`config.mk`:
```
export PLATFORM = sky130hd
export DESIGN_NAME = long_div_signed_ctl
export DESIGN_NICKNAME = d
export VERILOG_FILES = /design/src/rtl/long_div_signed_ctl_pkg.sv /design/src/rtl/long_div_signed_ctl_div_sign_fixup.sv /design/src/rtl/long_div_signed_ctl.sv
export SDC_FILE = /design/constraint.sdc
export NUM_CORES = 1
export LEC_CHECK = 0
export ABC_AREA = 1
export CAP_MARGIN = 20
export CELL_PAD_IN_SITES_DETAIL_PLACEMENT = 1
export CELL_PAD_IN_SITES_GLOBAL_PLACEMENT = 2
export CORE_MARGIN = 2
export CORE_UTILIZATION = 30
export CTS_CLUSTER_DIAMETER = 80
export DETAILED_ROUTE_END_ITERATION = 10
export GPL_TIMING_DRIVEN = 0
export MAX_ROUTING_LAYER = met4
export PLACE_DENSITY_LB_ADDON = 0.1
export SYNTH_ARGS = -nofsm -noshare
export SYNTH_HDL_FRONTEND = slang
export SYNTH_SLANG_ARGS = --single-unit
```
`constraint.sdc`:
```
create_clock -name clk -period 2.2 [get_ports clk]
set_input_delay 0.33 -clock clk [delete_from_list [all_inputs] [get_ports clk]]
set_output_delay 0.33 -clock clk [all_outputs]
set_load 0.02 [all_outputs]
```
`src/rtl/long_div_signed_ctl_pkg.sv`:
```
// Shared mul_div definitions: divide op encodings, one-hot FSM state indices and op decode helpers.
package long_div_signed_ctl_pkg;

  localparam logic [1:0] DIV_OP_DIV  = 2'b00;
  localparam logic [1:0] DIV_OP_DIVU = 2'b01;
  localparam logic [1:0] DIV_OP_REM  = 2'b10;
  localparam logic [1:0] DIV_OP_REMU = 2'b11;

  localparam int ST_IDLE_IDX   = 0;
  localparam int ST_LAUNCH_IDX = 1;
  localparam int ST_WAIT_IDX   = 2;
  localparam int ST_FIXUP_IDX  = 3;
  localparam int ST_OUTPUT_IDX = 4;
  localparam int NUM_STATES    = 5;

  typedef enum logic [NUM_STATES-1:0] {
    S_IDLE   = 5'(1 << ST_IDLE_IDX),
    S_LAUNCH = 5'(1 << ST_LAUNCH_IDX),
    S_WAIT   = 5'(1 << ST_WAIT_IDX),
    S_FIXUP  = 5'(1 << ST_FIXUP_IDX),
    S_OUTPUT = 5'(1 << ST_OUTPUT_IDX)
  } state_t;

  function automatic logic op_is_signed(input logic [1:0] op);
    return (op == DIV_OP_DIV) || (op == DIV_OP_REM);
  endfunction

  function automatic logic op_is_rem(input logic [1:0] op);
    return (op == DIV_OP_REM) || (op == DIV_OP_REMU);
  endfunction

endpackage

```
`src/rtl/long_div_signed_ctl_div_sign_fixup.sv`:
```
// Combinational sign correction of the unsigned core result, with the
// divide-by-zero and signed-overflow overrides taking priority.
module div_sign_fixup
  import long_div_signed_ctl_pkg::*;
#(
  parameter int DATA_WIDTH = 32
) (
  input  logic [1:0]            op,
  input  logic                  sa,
  input  logic                  sb,
  input  logic [DATA_WIDTH-1:0] dividend,
  input  logic [DATA_WIDTH-1:0] divisor,
  input  logic [DATA_WIDTH-1:0] quotient,
  input  logic [DATA_WIDTH-1:0] remainder,
  output logic [DATA_WIDTH-1:0] result
);

  localparam logic [DATA_WIDTH-1:0] MIN_NEG = {1'b1, {(DATA_WIDTH-1){1'b0}}};

  logic is_rem;
  logic div_zero;
  logic overflow;

  assign is_rem   = op_is_rem(op);
  assign div_zero = (divisor == '0);
  assign overflow = op_is_signed(op) && (dividend == MIN_NEG) && (divisor == '1);

  always_comb begin
    result = is_rem ? (sa ? -remainder : remainder)
                    : ((sa ^ sb) ? -quotient : quotient);
    // Corner cases never depend on what the core returned.
    if (div_zero) begin
      result = is_rem ? dividend : '1;
    end else if (overflow) begin
      result = is_rem ? '0 : MIN_NEG;
    end
  end

endmodule

```
`src/rtl/long_div_signed_ctl.sv`:
```
// Signed/unsigned front-end for the multi-cycle unsigned long divider core.
// Build option DIV_FAST_PATH_EN: resolve divide-by-zero and signed overflow without launching the core.
//
// state    | meaning
// S_IDLE   | waiting for enable_in; operands and magnitudes latched on accept
// S_LAUNCH | core_enable_out pulse to the divider core
// S_WAIT   | waiting for core_enable_in; quotient/remainder captured
// S_FIXUP  | sign-corrected result registered
// S_OUTPUT | enable_out pulse, result valid
module long_div_signed_ctl
  import long_div_signed_ctl_pkg::*;
#(
  parameter int DATA_WIDTH = 32
) (
  input  logic                  clk,
  input  logic                  reset_n,
  input  logic                  enable_in,
  input  logic [1:0]            op,
  input  logic [DATA_WIDTH-1:0] dividend,
  input  logic [DATA_WIDTH-1:0] divisor,
  output logic                  enable_out,
  output logic [DATA_WIDTH-1:0] result,
  output logic                  busy,
  output logic                  core_enable_out,
  output logic [DATA_WIDTH-1:0] core_numerator,
  output logic [DATA_WIDTH-1:0] core_denominator,
  input  logic                  core_enable_in,
  input  logic [DATA_WIDTH-1:0] core_quotient,
  input  logic [DATA_WIDTH-1:0] core_remainder
);

  state_t                state;
  logic [1:0]            op_q;
  logic                  sa_q;
  logic                  sb_q;
  logic [DATA_WIDTH-1:0] dividend_q;
  logic [DATA_WIDTH-1:0] divisor_q;
  logic [DATA_WIDTH-1:0] quot_q;
  logic [DATA_WIDTH-1:0] rem_q;
  logic [DATA_WIDTH-1:0] fixed_result;

  logic                  in_signed;
  logic                  in_sa;
  logic                  in_sb;
  logic [DATA_WIDTH-1:0] in_num_mag;
  logic [DATA_WIDTH-1:0] in_den_mag;

  assign in_signed  = op_is_signed(op);
  assign in_sa      = dividend[DATA_WIDTH-1] & in_signed;
  assign in_sb      = divisor[DATA_WIDTH-1] & in_signed;
  // Most negative value negates to itself, which is its correct unsigned magnitude.
  assign in_num_mag = in_sa ? -dividend : dividend;
  assign in_den_mag = in_sb ? -divisor : divisor;

`ifdef DIV_FAST_PATH_EN
  localparam logic [DATA_WIDTH-1:0] MIN_NEG = {1'b1, {(DATA_WIDTH-1){1'b0}}};
  logic in_corner;
  assign in_corner = (divisor == '0) ||
                     (in_signed && (dividend == MIN_NEG) && (divisor == '1));
`endif

  div_sign_fixup #(
    .DATA_WIDTH (DATA_WIDTH)
  ) u_fixup (
    .op        (op_q),
    .sa        (sa_q),
    .sb        (sb_q),
    .dividend  (dividend_q),
    .divisor   (divisor_q),
    .quotient  (quot_q),
    .remainder (rem_q),
    .result    (fixed_result)
  );

  always_ff @(posedge clk or negedge reset_n) begin
    if (!reset_n) begin
      state            <= S_IDLE;
      op_q             <= '0;
      sa_q             <= 1'b0;
      sb_q             <= 1'b0;
      dividend_q       <= '0;
      divisor_q        <= '0;
      quot_q           <= '0;
      rem_q            <= '0;
      result           <= '0;
      enable_out       <= 1'b0;
      busy             <= 1'b0;
      core_enable_out  <= 1'b0;
      core_numerator   <= '0;
      core_denominator <= '0;
    end else begin
      enable_out      <= 1'b0;
      core_enable_out <= 1'b0;
      case (state)
        S_IDLE: begin
          if (enable_in) begin
            op_q             <= op;
            sa_q             <= in_sa;
            sb_q             <= in_sb;
            dividend_q       <= dividend;
            divisor_q        <= divisor;
            core_numerator   <= in_num_mag;
            core_denominator <= in_den_mag;
            busy             <= 1'b1;
`ifdef DIV_FAST_PATH_EN
            if (in_corner) begin
              state <= S_FIXUP;
            end else begin
              state           <= S_LAUNCH;
              core_enable_out <= 1'b1;
            end
`else
            state           <= S_LAUNCH;
            core_enable_out <= 1'b1;
`endif
          end
        end
        S_LAUNCH: state <= S_WAIT;
        S_WAIT: begin
          if (core_enable_in) begin
            quot_q <= core_quotient;
            rem_q  <= core_remainder;
            state  <= S_FIXUP;
          end
        end
        S_FIXUP: begin
          result     <= fixed_result;
          enable_out <= 1'b1;
          state      <= S_OUTPUT;
        end
        S_OUTPUT: begin
          busy  <= 1'b0;
          state <= S_IDLE;
        end
        default: begin
          busy  <= 1'b0;
          state <= S_IDLE;
        end
      endcase
    end
  end

endmodule

```
Yosys cells after proc, flatten, opt, wreduce, memory -nomap -nowiden

Cells that the tools add are included.

Register bits after elaboration: 236
Input port bits: 134
Output and inout bits: 99
Logic and storage cells: 63

Add/subtract/negate cells: 4
Equal/unequal tests: 11
Muxes and demuxes: 17
Bitwise operators: 4
Reduce and logical (&&, ||, !) cells: 13

Operators with widths:

| cell                                          | count |
|---|---|
| 2-to-1 mux 32 bit                             | 9 |
| negator 32 bit                                | 4 |
| == test 32 bit, second input constant         | 2 |
| zero test 32 bit                              | 1 |
| one-hot mux 5 bit (4 select lines)            | 1 |
| 2-to-1 mux 5 bit                              | 2 |
| AND reduction 2 bit                           | 4 |
| == test 2 bit, second input constant          | 3 |
| == test 5 x 1 -> 1 bit, second input constant | 1 |
| == test 5 x 2 -> 1 bit, second input constant | 1 |
| == test 5 x 3 -> 1 bit, second input constant | 1 |
| == test 5 x 4 -> 1 bit, second input constant | 1 |
| zero test 2 bit                               | 2 |
| 2-to-1 mux 1 bit                              | 4 |
| != test 2 bit, second input constant          | 2 |
| logical OR 1 bit                              | 3 |
| OR reduction 3 bit                            | 1 |
| AND 1 bit                                     | 2 |
| logical AND 1 bit                             | 2 |
| one-hot mux 1 bit (2 select lines)            | 1 |
| inverter 1 bit                                | 1 |
| bitwise XOR 1 bit                             | 1 |

Logic depth before layout (Yosys ltp)

Word-level depth: 6
Gate-level depth with buffers: 14
Mapped depth without buffers: 14

Cells and area by module

Synthesis repeated with hierarchy kept, for this count alone.

Cells, all modules: 1803
Area, all modules: 13842.0 µm²

By module, submodules not included:

| module              | times used | cells an instance | area each (µm²) | sequential area each (µm²) |
|---|---|---|---|---|
| long_div_signed_ctl | 1          | 1187              | 10797.9         | 5856.9 |
| div_sign_fixup      | 1          | 616               | 3044.2          | 0.0 |

Least setup slack after synthesis

OpenSTA, ideal clock, no wires.

Kind: in2reg
From: input port dividend[0]
To: register core_numerator[22]
Library setup time: 0.130 ns
Arrival time: 1.523 ns
Required time: 2.070 ns
Slack: 0.546 ns
Stages: 11
Buffers on the path: 0
Cell sequence: inv_1 > ha_1 > inv_1 > nor3_2 > nand3_1 > nor2_2 > nand3_2 > o21ai_4 > nand2_1 > nand2_1 > o211ai_1

Word-level cells in the longest chain between the ends: 2

RTL lines:

| what                 | line                       | text |
|---|---|---|
| from (decl)          | long_div_signed_ctl.sv:19  | `input logic [DATA_WIDTH-1:0] dividend,` |
| negator 32 bit       | long_div_signed_ctl.sv:52  | `assign in_num_mag = in_sa ? -dividend : dividend;` |
| 2-to-1 mux 32 bit    | long_div_signed_ctl.sv:52  |  |
| to (signal assigned) | long_div_signed_ctl.sv:102 | `core_numerator <= in_num_mag;` |
| to (decl)            | long_div_signed_ctl.sv:25  | `output logic [DATA_WIDTH-1:0] core_numerator,` |

No other way between the ends.
A chain may end at the register's enable or synchronous reset.

Worst setup path after layout

From: register core_numerator[0]
To: output port core_numerator[0]

No word-level cell between the ends.

==> results_dict.tcl <==
set metrics [dict create \
    multiInputGateArea_um2 6290 \
    setup_tns_ns 0 \
    seqCellArea_um2 5860 \
    avgSynthCellArea_um2 7.18 \
    fin_area_um2 17500 \
    dieArea_um2 45500 \
    path_clk_slew_ns 0.06 \
    htreeDepth 1 \
    crit_type "reg2out" \
    grt_usage_pct 26.3 \
    viasPerCell 4.99 \
    antenna_left 0 \
    finalSetupViolations 0 \
    postLayoutCoreUtil_pct 40.5 \
    arrival_ns 1.83 \
    synth_top_area_share_pct 44.3 \
    regToRegSetupSlack_ns 0.06 \
    fp.coreArea_um2 43200 \
    run_status "completed" \
    die_x_um 213 \
    skew_ns 0.0107 \
    end_kind "output port" \
    slew_viol_final 0 \
    netlist_area_um2 13200 \
    synth_commonest_cells "nand2_1 (440), nor2_1 (253), dfrtp_1 (233)" \
    power_mw 26.7 \
    grt_max_degree 90 \
    numCtsBuffers 30 \
    p_leak_nw 7.90 \
    cts_tree "yes" \
    synth.area.top_cells "dfrtp_1 (44%), nand2_1 (13%), nand3_1 (7.7%), nor2_1 (7.2%), o21ai_0 (6.1%)" \
    wl_um 57300 \
    synth_enable_flop_cells 0 \
    gp_congestion 0.897 \
    antenna_found_initial 0 \
    area_growth_pct 32.7 \
    tightestPinTransition_ns 0.924 \
    drcViolationCount 0 \
    place_hpwl_um 45100 \
    async_flop_share_pct 100 \
    slew_headroom_pct 38.4 \
    synthCells 1832 \
    drtIter0Drc 697 \
    hold_viol 0 \
    min_path_type "in2async" \
    nFillCells 5333 \
    finalCritPeriodShare_pct 98.1 \
    path_max_fanout 4 \
    reg2regPathDepth 7 \
    clk_latency_ns 0.59 \
    timing.rr.start "state[2]" \
    cts_num_sinks 234 \
    r2r_end "core_denominator[19]" \
    fp-row-count 76 \
    synth_most_common_cell "nand2_1" \
    ys.warnings.count 0 \
    setup_ws_ns 0.0422 \
    num_vias 13500 \
    synth-main-ff-cell "dfrtp_1" \
    critPathRequiredTime_ns 1.87 \
    synth_cell_types 50 \
    placed_cells 2651 \
    portBuffers 232 \
    whs_ns 0.300 \
    synth-seq-cells 234 \
    ys_seq_area_share_pct 44.5 \
    first_global_vias 14200 \
    maxCapViolCount 0 \
    synth_top_area_cell "dfrtp_1" \
    ir_drop_mv 0.688 \
    placed_cell_area_um2 16300 \
    clk_path_buf_depth 3 \
    rsz0062_at_grt "yes" \
    layout-drive-gt1-share_pct 8.12 \
    detailedRoute.firstPassIterationCount 4 \
    max_freq_ghz 0.463 \
    synth_nets 1970 \
    die_h_um 213 \
    grt_first_pass_wirelength_um 87300 \
    final_nets 2244 \
    n_antenna_cell 0 \
    critPathLaunchType "flip-flop" \
    layout_min_cycle_time_ns 2.16 \
    io_pins 233 \
    fin_cells 2715 \
    power_density_nw_per_um2 1530 \
    cts-root-buf "clkbuf_16" \
    routedWlPerCell_um 21.1 \
    pre_cts_ws_ns -0.457 \
    start_util_pct 30.5 \
    grt_overflow 0 \
]
==> layout make-up <==
cell class,instances,share of cell area [%]
plain buffers,79,2.26
clock inverters,13,0.774
well taps,585,4.19
clock buffers,43,5.04
inverters,191,4.11
multi-input cells,1328,36.0
repair buffers,242,14.1
flip-flops and latches,234,33.5
==> flip-flops by register name (all words and copies together), names as in the netlist <==
register and flops:
enable_out 1, result 32, busy 1, op_q 2, core_denominator 32, rem_q 32
quot_q 32, sb_q 1, core_enable_out 1, core_numerator 32, divisor_q 31, sa_q 1
dividend_q 31, state 5
==> layout by cell type, fill, tap and decap left out, types with 32 or more instances in the layout <==
cell and instances:
a21oi_1 70, buf_2 32, nand4_1 35, o21ai_0 156, o21ai_1 34, nand3_1 196, clkdlybuf4s50_1 231, nand2_1 436
nor2_1 247, dfrtp_1 233, inv_1 187
==> repair_timing <==
| action | in CTS | in global routing |
|---|---|---|
| setup buffers | 4 | 3 |
| pin swaps | 3 | 6 |
| hold endpoints to repair | 67 | 0 |
| gates resized for setup | 19 | 22 |
| hold buffers | 1 | 0 |
| endpoints found under the setup margin | 60 | 49 |
==> power by group <==
| group | switching, mW | internal, mW | total, mW |
|---|---|---|---|
| combinational | 8.67 | 4.80 | 13.5 |
| clock | 2.10 | 3.01 | 5.11 |
| sequential | 1.77 | 6.34 | 8.11 |
==> per-layer routing <==
| layer | vias up | track usage, % | wire length [um] | share of wire, % |
|---|---|---|---|---|
| met2 | 251 | 43.3 | 27300 | 48 |
| met5 | - | - | 0 | 0 |
| li1 | 6547 | - | - | - |
| met4 | 0 | 6.25 | 1470 | 2.6 |
| met1 | 6678 | 34.8 | 26500 | 46 |
| met3 | 72 | 2.81 | 2040 | 3.6 |
==> worst max-delay path, cell delays in order (launching register included) <==
cell and delay, ns:
dfrtp_1 0.48, buf_4 0.15, clkdlybuf4s50_1 0.60
==> worst max-delay path by stage <==
stage | startpoint | to | slack, ns | depth (start not counted)
3_5_place_dp | op[0] | core_numerator[5] | -0.46 | 7
6_report | core_numerator[0] | core_numerator[0] | 0.04 | 2
5_1_grt | state[2] | core_denominator[19] | -0.01 | 7
3_3_place_gp | reset_n | core_numerator[27] | -10.09 | 1
2_1_floorplan | dividend[0] | core_numerator[22] | 0.55 | 11
4_1_cts | rem_q[0] | result[26] | -0.07 | 11
==> kinds of logic after synthesis <==
group                    count (synthesis)  synth area share [%]
flip-flops                             234                  44.5
XOR/XNOR                                 9                 0.599
buffers and inverters                  270                  8.33
AND/OR/NAND/NOR                        987                  32.4
adder cells (fa/ha/maj)                  4                 0.380
AO/OA/AOI/OAI                          328                  13.8
Power figures use the tool's default switching activity.
